[src/rtl/or_dut_initiator.sv]
// ---------------------------------------------------------------------------
// or_dut_initiator
//
// Bus master for the OR-combining delayed DUT. Takes one (a, b) command at a
// time, polls the DUT status registers for space, pushes A and B, polls until
// a result is queued, then reads (and thereby dequeues) Y and presents it on a
// valid/ready response port. A poll that keeps failing for POLL_LIMIT+1
// consecutive cycles aborts the command with rsp_err=1.
//
// Parameters
//   POLL_W      width of the poll timeout counter
//   POLL_LIMIT  max consecutive failing polls in one poll state (< 2**POLL_W)
//
// Ports
//   CLK, RST_N                     clock, synchronous active-low reset
//   cmd_valid/cmd_ready/cmd_a/b    command input (ready only while idle)
//   rsp_valid/rsp_ready            response handshake
//   rsp_data/rsp_err               Y value read from the DUT / timeout flag
//   write_address/data/en, rdy     DUT write port
//   read_address/en, data, rdy     DUT read port (read_data combinational)
//   txn_count                      successful responses accepted (wraps)
// ---------------------------------------------------------------------------
module or_dut_initiator #(
  parameter int unsigned POLL_W     = 10,
  parameter int unsigned POLL_LIMIT = 1023
) (
  input  logic        CLK,
  input  logic        RST_N,
  input  logic        cmd_valid,
  output logic        cmd_ready,
  input  logic        cmd_a,
  input  logic        cmd_b,
  output logic        rsp_valid,
  input  logic        rsp_ready,
  output logic        rsp_data,
  output logic        rsp_err,
  output logic [2:0]  write_address,
  output logic        write_data,
  output logic        write_en,
  input  logic        write_rdy,
  output logic [2:0]  read_address,
  output logic        read_en,
  input  logic        read_data,
  input  logic        read_rdy,
  output logic [15:0] txn_count
);

  localparam logic [2:0] S_IDLE   = 3'd0;
  localparam logic [2:0] S_POLL_A = 3'd1;
  localparam logic [2:0] S_WR_A   = 3'd2;
  localparam logic [2:0] S_POLL_B = 3'd3;
  localparam logic [2:0] S_WR_B   = 3'd4;
  localparam logic [2:0] S_POLL_Y = 3'd5;
  localparam logic [2:0] S_RD_Y   = 3'd6;
  localparam logic [2:0] S_RESP   = 3'd7;

  // DUT register map
  localparam logic [2:0] A_STAT_A = 3'd0;  // A-FIFO not full
  localparam logic [2:0] A_STAT_B = 3'd1;  // B-FIFO not full
  localparam logic [2:0] A_STAT_Y = 3'd2;  // Y-FIFO not empty
  localparam logic [2:0] A_DATA_Y = 3'd3;  // Y data, dequeued by the read
  localparam logic [2:0] A_PUSH_A = 3'd4;
  localparam logic [2:0] A_PUSH_B = 3'd5;

  localparam logic [POLL_W-1:0] POLL_MAX = POLL_W'(POLL_LIMIT);

  logic [2:0]        state_q,     state_d;
  logic [POLL_W-1:0] poll_cnt_q,  poll_cnt_d;
  logic              a_q,         a_d;
  logic              b_q,         b_d;
  logic              rsp_data_q,  rsp_data_d;
  logic              rsp_err_q,   rsp_err_d;
  logic [15:0]       txn_count_q, txn_count_d;

  logic poll_ok;
  assign poll_ok = read_rdy && read_data;

  // NOTE: every signal written here is given a default first, so no path
  // leaves it unassigned and no latch is inferred.
  always_comb begin
    state_d     = state_q;
    poll_cnt_d  = poll_cnt_q;
    a_d         = a_q;
    b_d         = b_q;
    rsp_data_d  = rsp_data_q;
    rsp_err_d   = rsp_err_q;
    txn_count_d = txn_count_q;

    case (state_q)
      S_IDLE: begin
        if (cmd_valid) begin
          a_d     = cmd_a;
          b_d     = cmd_b;
          state_d = S_POLL_A;
        end
      end
      S_POLL_A, S_POLL_B, S_POLL_Y: begin
        if (poll_ok) begin
          case (state_q)
            S_POLL_A: state_d = S_WR_A;
            S_POLL_B: state_d = S_WR_B;
            default:  state_d = S_RD_Y;
          endcase
        end else if (poll_cnt_q == POLL_MAX) begin
          // Abort; A/B may already sit in the DUT, the sequencer cleans up.
          state_d    = S_RESP;
          rsp_err_d  = 1'b1;
          rsp_data_d = 1'b0;
        end else begin
          poll_cnt_d = poll_cnt_q + POLL_W'(1);
        end
      end
      S_WR_A: if (write_rdy) state_d = S_POLL_B;
      S_WR_B: if (write_rdy) state_d = S_POLL_Y;
      S_RD_Y: begin
        if (read_rdy) begin
          rsp_data_d = read_data;
          rsp_err_d  = 1'b0;
          state_d    = S_RESP;
        end
      end
      S_RESP: begin
        if (rsp_ready) begin
          state_d = S_IDLE;
          if (!rsp_err_q) txn_count_d = txn_count_q + 16'd1;
        end
      end
      default: state_d = S_IDLE;
    endcase

    // Each poll state gets a fresh timeout budget.
    if (state_d != state_q) poll_cnt_d = '0;
  end

  // NOTE: sequential state uses non-blocking assignments so every flop
  // samples the pre-edge value of the others.
  always_ff @(posedge CLK) begin
    if (!RST_N) begin
      state_q     <= S_IDLE;
      poll_cnt_q  <= '0;
      a_q         <= 1'b0;
      b_q         <= 1'b0;
      rsp_data_q  <= 1'b0;
      rsp_err_q   <= 1'b0;
      txn_count_q <= '0;
    end else begin
      state_q     <= state_d;
      poll_cnt_q  <= poll_cnt_d;
      a_q         <= a_d;
      b_q         <= b_d;
      rsp_data_q  <= rsp_data_d;
      rsp_err_q   <= rsp_err_d;
      txn_count_q <= txn_count_d;
    end
  end

  // Bus strobes depend on the state register only, so they are glitch-free
  // and never combinationally loop back through the DUT's ready/data paths.
  always_comb begin
    write_en      = 1'b0;
    write_address = 3'd0;
    write_data    = 1'b0;
    read_en       = 1'b0;
    read_address  = 3'd0;
    case (state_q)
      S_POLL_A: begin read_en = 1'b1; read_address = A_STAT_A; end
      S_POLL_B: begin read_en = 1'b1; read_address = A_STAT_B; end
      S_POLL_Y: begin read_en = 1'b1; read_address = A_STAT_Y; end
      S_RD_Y:   begin read_en = 1'b1; read_address = A_DATA_Y; end
      S_WR_A:   begin write_en = 1'b1; write_address = A_PUSH_A; write_data = a_q; end
      S_WR_B:   begin write_en = 1'b1; write_address = A_PUSH_B; write_data = b_q; end
      default:  ;
    endcase
  end

  assign cmd_ready = (state_q == S_IDLE);
  assign rsp_valid = (state_q == S_RESP);
  assign rsp_data  = rsp_data_q;
  assign rsp_err   = rsp_err_q;
  assign txn_count = txn_count_q;

endmodule

[config.mk]
export PLATFORM = sky130hd
export DESIGN_NAME = or_dut_initiator
export DESIGN_NICKNAME = d
export VERILOG_FILES = /design/src/rtl/or_dut_initiator.sv
export SDC_FILE = /design/constraint.sdc
export NUM_CORES = 1
export LEC_CHECK = 0
export ABC_AREA = 1
export CAP_MARGIN = 30
export CORE_MARGIN = 4
export CORE_UTILIZATION = 40
export CTS_BUF_LIST = sky130_fd_sc_hd__clkbuf_4 sky130_fd_sc_hd__clkbuf_8
export CTS_CLUSTER_SIZE = 30
export DETAILED_ROUTE_END_ITERATION = 12
export SYNTH_ARGS = -nofsm -noshare
export SYNTH_HDL_FRONTEND = slang
export SYNTH_SLANG_ARGS = --single-unit
[constraint.sdc]
create_clock -name CLK -period 1.7 [get_ports CLK]
set_clock_uncertainty 0.05 [all_clocks]
set_input_delay 0.51 -clock CLK [delete_from_list [all_inputs] [get_ports CLK]]
set_output_delay 0.51 -clock CLK [all_outputs]
set_load 0.02 [all_outputs]
==> impl_results.md, run 1 <==
- Critical Path RT: 1140 ps
- Biggest area consumer among synthesized cells: dfxtp_1
- Post-layout minimum cycle time: 1727 ps
- HPWL Detailed: ~3.4 mm
- P_sw: 0.5378 mW
- CTS root buf: clkbuf_8
- CTS Buf Count: 5
- Fraction of layout cells with a size suffix above 1: 33.53%
- Most common cell in the netlist: nand2_1
- Register area: 671.9 um2
- Power after layout: 1.877 mW
- GRT Total Usage: 17.53%
- Initial drt markers: 52
- Remaining Overflow, GRT: 0
- Mapped cell area: 1832 um2
- Maximum clock rate: 0.5791 GHz
- Worst setup margin: -26.93 ps
- Max_cap viols: 0
- Sequential area share after synthesis: a little over a third
- CP peak stage delay: ~380 ps
- Setup crit start kind: flip-flop
- Via count: 1883
- CTS tree: yes
- Area contributors post-synth: dfxtp_1, nand2_1, inv_1
- Area of the multi-input gates: 1119 um2
- Final setup viols: 1
- Synth top area share: about 36%
- Slew Viols, Final: 0
- Clk sinks: 33
- Internal: 1.339 mW
- Synth Instances: 263
- Residual DRC: 0
- Kind of critical path: reg -> out
- Clock transition at path regs: 60 ps
- Buffers on Ports: 35
- Peak supply drop: 0.3722 mV
- Synth cell count leaders: nand2_1, inv_1, dfxtp_1
- Ys flop type: dfxtp_1
- CTS Buffer Depth: 2
- CP Capture Type: output port
- CP max-delay cell: dfxtp_4
- CORE AREA: 4384 um2
- RSZ-0062 raised after global routing: true
- First-pass GRT wire length: 7.631 mm
- Combinational power share: 23.9%
- CP cell instances: nor2_4 > nand2_2 > o22ai_1 > buf_4
- Synthesized flop and latch total: 33
- DRT Pass-1 Iters: 4
- Final WL: 4.747 mm
- Routability cong.: 0.8549
- Reg power frac: 43.3%
- Synthesis Warnings: 0
- Final hold vios: 0
- Initial Util: 41.78%
- Detail Route Antenna Nets: 0
- Antenna Cells: 0
- Crit Path Max Fanout: 5
- Clock power frac: about a third
- I/O pin cnt: 38
- Die X: 75.67 um
- Worst-Skew Late Latency: 290 ps
- P&R area growth vs syn: 51.57%
- Vias in the first global route: 1711
- Synth cell types: 34
- Final period utilization: 101.6%
- Sw Share: 28.66%
- Cell family with most CP delay: flip-flops
- LEAKAGE: 1.279 nW
- Synth Area per Inst: 6.965 um2
- Nets: 356
- EDFF count, synth: 0
- Worst Hold Class: reg -> reg
- Outcome: finished, violations left
- Routed length per placed instance: 11.93 um
- Via/cell ratio: 4.731
- Violated checks: negative setup slack
- Initial antenna violation count: 0
- Async S/R FF share, synth: 0%
- CP bufs+invs: 1
- Finished Core Util: 63.33%
- Die area: about 5700 um2
- Arrival @ worst endpoint: 1170 ps
- Cell Pwr Density: 675.9 nW/um2
- Pin count of the biggest net entering global routing: 13
- Die span in y: between 70 and 80 um
- Site Rows: 24
- H-tree Lvls: 2
- Fillcell total: 425
[what timing repair did]
action,4_1_cts,5_1_grt
endpoints found under the hold margin,0,0
pin swaps,6,14
cloned,1,0
resized for setup,80,34
setup buffers,1,3
setup endpoints to repair,41,22
hold buffers,0,0
[registers in the layout, summed over array words and instances (netlist names)]
| name | count |
|---|---|
| state_q | 3 |
| poll_cnt_q | 10 |
| b_q | 1 |
| a_q | 1 |
| txn_count | 16 |
| rsp_data | 1 |
| rsp_err | 1 |
[logic make-up (layout without fill, tap and decap cells)]
kind of cell,after synthesis,after routing,share of synthesized area [%]
fa+ha+maj,2,2,1.366
compound gates,30,30,8.880
buf+inv,45,126,10.25
flops,33,33,36.07
xor+xnor,9,9,4.304
simple gates,143,144,38.93
other cells,1,2,0.2047
[final cells by class]
class / instances / area share (%)
Clock buffer: 8 / 3.290
Inverter: 39 / 5.363
Multi-Input combinational cell: 187 / 40.29
Sequential cell: 33 / 24.20
Tap cell: 52 / 2.343
Timing Repair Buffer: 79 / 24.52
[worst register-to-register path, cell delays in order, from the launching register on]
cell	delay [ps]
dfxtp_4	400
buf_6	130
nand3_2	60
buf_4	160
nor2_8	130
nand2_4	70
nor3_4	130
nand2_2	120
nor2_2	120
nand2_1	60
nand2_1	50
nor2_1	30
[power groups by stage]
stage               Sequential (mW)  Combinational, mW  Clock, mW
floorplan                     0.819              0.213          0
CTS                           0.806              0.403      0.637
global placement              0.818              0.378          0
detailed placement            0.819              0.379          0
finish                        0.812              0.448      0.617
global route                  0.813              0.491      0.666
[layout by cell type (no fill, tap or decap), types with 2 or more instances in the layout]
cell and instances:
dlygate4sd2_1 21, a21oi_1 13, dfxtp_4 2, nand2_4 3, nor2_2 14, nand2_2 13, inv_1 35, dfxtp_2 3
nand4_1 6, nand3_2 2, dfxtp_1 28, a31oi_1 2, clkbuf_4 3, xnor2_1 2, buf_6 11, nor3_1 9
buf_2 2, o21ai_0 7, xor2_1 7, clkdlybuf4s50_1 5, inv_2 3, clkbuf_8 5, nand2_1 45, nand3_4 3
o21ai_1 4, nor3_4 2, buf_4 39, nor2_4 3, nand3_1 14, nor2_1 22, nor3b_1 2, nor3_2 3
conb_1 2
[per-layer routing]
| metal | vias to the layer above | wire, um | global-route usage (%) |
|---|---|---|---|
| met3 | 6 | 271 | 4.881 |
| met4 | 0 | 69 | 6.019 |
| li1 | 997 | - | - |
| met1 | 841 | 2205 | 22.81 |
| met2 | 39 | 2200 | 27.90 |
| met5 | - | 0 | 0 |
[final timing paths]
check | slack, ps | depth (start not counted) | end | startpoint
max | -30 | 4 | write_data | state_q[0]
min reg2reg | 410 | 2 | a_q | a_q
max reg2reg | 80 | 11 | txn_count[11] | state_q[0]
min | 410 | 2 | a_q | a_q
[per-stage QoR]
| step | area, um2 | hold slack (ps) | worst slack, ps | setup TNS, ps | cells |
|---|---|---|---|---|---|
| after floorplan | 1841 | 379.9 | 57.57 | 0 | 264 |
| after global placement | 2527 | 392.9 | -351.2 | -8873 | 385 |
| after detailed placement | 2527 | 396.5 | -389.7 | -9492 | 385 |
| after CTS | 2629 | 407.0 | -61.19 | -76.13 | 395 |
| after global routing | 2776 | 438.1 | -90.97 | -248.8 | 398 |
| final | 2776 | 405.5 | -26.93 | -26.93 | 398 |
Power figures use the tool's default switching activity.
==> inputs of run 2 (changes only) <==
--- a/config.mk
+++ b/config.mk
@@ -12,6 +12,7 @@
 export CTS_BUF_LIST = sky130_fd_sc_hd__clkbuf_4 sky130_fd_sc_hd__clkbuf_8
 export CTS_CLUSTER_SIZE = 30
 export DETAILED_ROUTE_END_ITERATION = 12
+export SETUP_SLACK_MARGIN = 0.2
 export SYNTH_ARGS = -nofsm -noshare
 export SYNTH_HDL_FRONTEND = slang
 export SYNTH_SLANG_ARGS = --single-unit
==> impl_results.md, run 2 (synthesized netlist as in run 1, its figures left out) <==
- Detail Route Antenna Nets: 0
- Hold buffers post-CTS: 0
- Violated checks: negative setup slack
- Power after layout: 1.879 mW
- Worst-Skew Late Latency: about 280 ps
- Dpl cells: 383
- Initial Util: a little over two fifths
- Slew Viols, Final: 0
- Final Non-Filler Cells: 403
- Via/cell ratio: between 4 and 5
- Outcome: finished, violations left
- Remaining Overflow, GRT: 0
- Setup crit start: state_q[2]
- Via count: 1926
- DRT Pass-1 Iters: 5
- Initial drt markers: 89
- Final hold vios: 0
- Routability cong.: roughly 0.8
- I/O pin cnt: 38
- Initial antenna violation count: 0
- Dpl cell area: 2527 um2
- CTS Buffer Depth: 2
- Critical Path RT: 1140 ps
- CP max-delay cell: dfxtp_4
- Residual DRC: 0
- Register area: 675.6 um2
- Fin Setup TNS: -52.62 ps
- Nets: 361
- R2r startpoint: state_q[0]
- Area of the multi-input gates: 1221 um2
- CP Capture Type: output port
- Worst Hold Class: reg -> reg
- Die area: between 5000 and 6000 um2
- Antenna Cells: 0
- Worst R2R Setup Slack: -10 ps
- Post-layout minimum cycle time: 1732 ps
- Cell family with most CP delay: flip-flops
- Final WL: 4.715 mm
- Crit Path Max Fanout: 3
- Finished Core Util: 65.58%
- R2R depth: 12
- First-pass GRT wire length: about 7.6 mm
- CP cell instances: inv_4 > nor2_4 > nand2_2 > o22ai_2 > buf_6
- Crit Reg-Reg Endpoint: poll_cnt_q[3]
- Setup crit start kind: flip-flop
- Final period utilization: 101.9%
- Arrival @ worst endpoint: roughly 1200 ps
- Pin count of the biggest net entering global routing: 11
- HPWL Detailed: 3.369 mm
- Site Rows: 24
- LEAKAGE: around 1.2 nW
- P&R area growth vs syn: 56.97%
- Kind of critical path: reg -> out
- Commonest non-fill, non-tap cell in the layout: buf_4
- Die X: 75.67 um
- Most frequent cells in the layout: buf_4, nand2_1, inv_1
- Max reg flops: 16
- Maximum clock rate: roughly 0.58 GHz
- Fillcell total: 416
- RSZ-0062 raised after global routing: true
- Final instance area: 2875 um2
- Worst setup margin: -32.47 ps
- Fraction of layout cells with a size suffix above 1: a little under half
- Routed length per placed instance: 11.70 um
- CTS tree: yes
- Final setup viols: 3
- CTS Buf Count: 5
- CP peak stage delay: 370 ps
- Worst setup path endpoint: write_data
- CORE AREA: 4384 um2
- Vias in the first global route: approximately 1700
- Max_cap viols: 0
- Worst path depth: 5
- Cell Pwr Density: 653.5 nW/um2
- Hold path depth: 2
- Buffers on Ports: 35
- GRT Total Usage: 17.25%
- CTS root buf: clkbuf_8
- H-tree Lvls: 2
- Die span in y: between 70 and 80 um
- Clock transition at path regs: 70 ps
- Peak supply drop: 0.5073 mV
- CP bufs+invs: 2
- Clk sinks: 33
-- run 2: worst min-delay path by stage --
stage | from | to | slack, ps
4_1_cts | a_q | a_q | 430
5_1_grt | b_q | b_q | 460
3_5_place_dp | a_q | a_q | 420
3_3_place_gp | a_q | a_q | 420
6_report | b_q | b_q | 420
2_1_floorplan | a_q | a_q | 400
-- run 2: layer usage --
metal,wire length (um),vias up,track usage (%),share of wire [%]
li1,-,1011,-,-
met1,2145,874,22.92,45
met2,2262,36,28.00,48
met3,269,5,3.826,5.7
met4,37,0,5.243,0.78
met5,0,-,0,0
-- run 2: metrics by stage --
step	worst slack [ps]	hold WS, ps
after floorplan	197.7	396.2
after global placement	-330.3	416.2
after detailed placement	-376.3	416.4
after CTS	-30.21	427.9
after global routing	-111.1	456.4
final	-32.47	422.9
-- run 2: layout make-up --
type / count / area share [%]
clock buffer: 6 / 2.654
multi-input combinational: 187 / 42.47
inverter: 39 / 5.396
sequential: 33 / 23.50
tap: 52 / 2.263
timing repair buffer: 84 / 23.37
clock inverter: 2 / 0.3481
-- run 2: power breakdown --
group          switching, mW  total, mW  internal [mW]  leakage [nW]
Combinational          0.258      0.487          0.229         0.916
Sequential            0.0216      0.813          0.792         0.270
Clock                  0.279      0.579          0.299        0.0484
Total                  0.559       1.88           1.32          1.23
-- run 2: worst reg2reg max path: stages, from the launching register on --
cell and delay, ps:
dfxtp_4 410, buf_4 140, buf_4 120, inv_2 40, nand4_1 110, nand2_2 80, nor2_2 130, nand3_2 100
nand2_1 70, nand2_1 60, inv_2 100, nand3_4 130, nor2_2 120
-- run 2: repair_timing --
action / 4_1_cts / 5_1_grt
setup endpoints to repair: 55 / 48
pin swaps: 14 / 13
gates resized for setup: 144 / 40
setup buffers: 5 / 6
cloned: 1 / 0
==> inputs of run 3 (changes only) <==
--- a/config.mk
+++ b/config.mk
@@ -5,13 +5,13 @@
 export SDC_FILE = /design/constraint.sdc
 export NUM_CORES = 1
 export LEC_CHECK = 0
-export ABC_AREA = 1
 export CAP_MARGIN = 30
 export CORE_MARGIN = 4
 export CORE_UTILIZATION = 40
 export CTS_BUF_LIST = sky130_fd_sc_hd__clkbuf_4 sky130_fd_sc_hd__clkbuf_8
 export CTS_CLUSTER_SIZE = 30
 export DETAILED_ROUTE_END_ITERATION = 12
+export PLACE_DENSITY = 0.65
 export SETUP_SLACK_MARGIN = 0.2
 export SYNTH_ARGS = -nofsm -noshare
 export SYNTH_HDL_FRONTEND = slang
==> impl_results.md, run 3 <==
- Residual DRC: 0
- CP max-delay cell: dfxtp_4
- Area contributors post-synth: dfxtp_1, nor2_1, xnor2_1
- CP peak stage delay: about 370 ps
- CP cell instances: buf_6 > xnor2_2 > nor2_2 > buf_6
- P&R area growth vs syn: 75.69%
- Cell repeated most along the worst path: buf_6
- Mapped cell area: approximately 1800 um2
- Cell family with most CP delay: flip-flops
- Outcome: finished, violations left
- Synth cell types: 44
- Synth Area per Inst: about 8.4 um2
- Internal: 1.422 mW
- Fin Setup TNS: -730.6 ps
- Reg power frac: 42.4%
- Die span in y: 74.72 um
- Most common cell in the netlist: dfxtp_1
- Synth cell count leaders: dfxtp_1, nor2_1, nand2_1
- Via count: 1860
- Cell Pwr Density: 596.1 nW/um2
- Synth Instances: ~210
- P_sw: 0.4424 mW
- Peak supply drop: 0.5060 mV
- Biggest area consumer among synthesized cells: dfxtp_1
- CTS Buffer Depth: 2
- Synthesized flop and latch total: 33
- Async S/R FF share, synth: 0%
- EDFF count, synth: 0
- Fraction of layout cells with a size suffix above 1: 57.79%
- Initial Util: 42.96%
- Ys flop type: dfxtp_1
- Post-layout minimum cycle time: 1787 ps
- GRT Total Usage: between 20% and 30%
- Buffers on Ports: 35
- HPWL Detailed: 3.174 mm
- Nets: between 300 and 400
- Sequential area share after synthesis: 37.10%
- Die area: 5582 um2
- CP bufs+invs: 2
- I/O pin cnt: 38
- Slew Viols, Final: 0
- First-pass GRT wire length: 8.556 mm
- Synth top area share: 37.10%
- Combinational power share: around 16%
- CTS root buf: clkbuf_8
- Final hold vios: 0
- Pre-CTS WS: -493.4 ps
- Initial drt markers: 115
- Remaining Overflow, GRT: 0
- CORE AREA: around 4100 um2
- Finished Core Util: approximately 75%
- LEAKAGE: 1.327 nW
- Clk sinks: 33
- Clock transition at path regs: 70 ps
- Site Rows: 23
- Pin count of the biggest net entering global routing: 15
- CTS Buf Count: 5
- Vias in the first global route: 1749
- Detail Route Antenna Nets: 0
- Final setup viols: 12
- Crit Path Max Fanout: 5
- Hold WS: 403.2 ps
- CP Capture Type: output port
- Clock power frac: 42.1%
- Worst setup margin: -87.33 ps
- CTS tree: yes
- Initial antenna violation count: 0
- Routability cong.: 0.8528
- Critical Path RT: 1140 ps
- Die X: 74.72 um
- Setup crit start kind: flip-flop
- Commonest non-fill, non-tap cell in the layout: buf_4
- DRT Pass-1 Iters: 4
- Kind of critical path: reg -> out
- Routed length per placed instance: 14.99 um
- Arrival @ worst endpoint: around 1200 ps
- Worst-Skew Late Latency: 280 ps
- Final WL: ~5.4 mm
- Synthesis Warnings: 0
- Violated checks: negative setup slack
- RSZ-0062 raised after global routing: true
- Sw Share: 23.72%
- Max reg flops: 16
- Final period utilization: 105.1%
- Via/cell ratio: 5.196
- Antenna Cells: 0
- Max_cap viols: 0
- Maximum clock rate: 0.5595 GHz
- Most frequent cells in the layout: buf_4, nor2_1, buf_6
- Worst Hold Class: reg -> reg
- Worst R2R Setup Slack: -70 ps
- Power after layout: around 1.9 mW
- H-tree Lvls: 2
[run 3: cell types whose count changed after synthesis, moves of 6 or more]
cell / before / now
inv_1: 35 / 4
nand2_1: 58 / 19
nor3_1: 11 / 5
nor2_2: 14 / 1
xnor2_1: 2 / 12
mux2i_1: 0 / 6
[run 3: what timing repair did]
item                                    CTS  global route
hold endpoints to repair                  0             0
hold buffers                              0             0
setup buffers                             9            11
endpoints found under the setup margin   58            46
resized for setup                       159            40
gates cloned                              2             0
pin swaps                                25            32
[run 3: cells by family (layout without fill, tap and decap cells)]
logic type,count (synthesis),in the layout,synth area share (%)
compound gates,27,27,9.768
fa+ha+maj,2,2,1.405
simple gates,104,105,32.33
buf+inv,17,112,5.481
flops,33,33,37.10
other cells,1,2,0.2106
xor+xnor,21,21,10.33
mux,6,6,3.373
[run 3: power by group through the flow]
stage / Combinational [mW] / Sequential [mW] / Clock, mW
floorplan: 0.125 / 0.805 / 0
global placement: 0.214 / 0.810 / 0
detailed placement: 0.216 / 0.811 / 0
CTS: 0.263 / 0.792 / 0.812
global route: 0.307 / 0.792 / 0.856
finish: 0.289 / 0.791 / 0.785
[run 3: final timing paths]
kind              start               end  depth (start not counted)
max          state_q[2]  write_address[2]                          4
min reg2reg         b_q               b_q                          2
min                 b_q               b_q                          2
max reg2reg  state_q[2]     poll_cnt_q[8]                          6
[run 3: metrics by stage]
stage / area [um2] / cells
2_1_floorplan: 1983 / 212
3_3_place_gp: 2620 / 328
3_5_place_dp: 2620 / 328
4_1_cts: 2973 / 347
5_1_grt: 3128 / 358
6_report: 3128 / 358
[run 3: worst min-delay path, cell delays in order (launching register included)]
cell     delay, ps
dfxtp_1        310
nand2_1         50
a21oi_1         50
[run 3: layout make-up]
| cell class | count | area [um2] |
|---|---|---|
| Sequential cell | 33 | 690.7 |
| Fill cell | 293 | 1016 |
| Clock buffer | 7 | 90.09 |
| Inverter | 4 | 17.52 |
| Multi-Input combinational cell | 163 | 1375 |
| Clock inverter | 1 | 30.03 |
| Tap cell | 50 | 62.56 |
| Timing Repair Buffer | 100 | 862.1 |
[run 3: layer usage]
| metal | GRT usage [%] | routed length, um | up-vias |
|---|---|---|---|
| met1 | 25.39 | 2323 | 885 |
| met4 | 7.115 | 85 | 0 |
| met3 | 5.340 | 185 | 7 |
| li1 | - | - | 930 |
| met5 | 0 | 0 | - |
| met2 | 33.85 | 2771 | 38 |
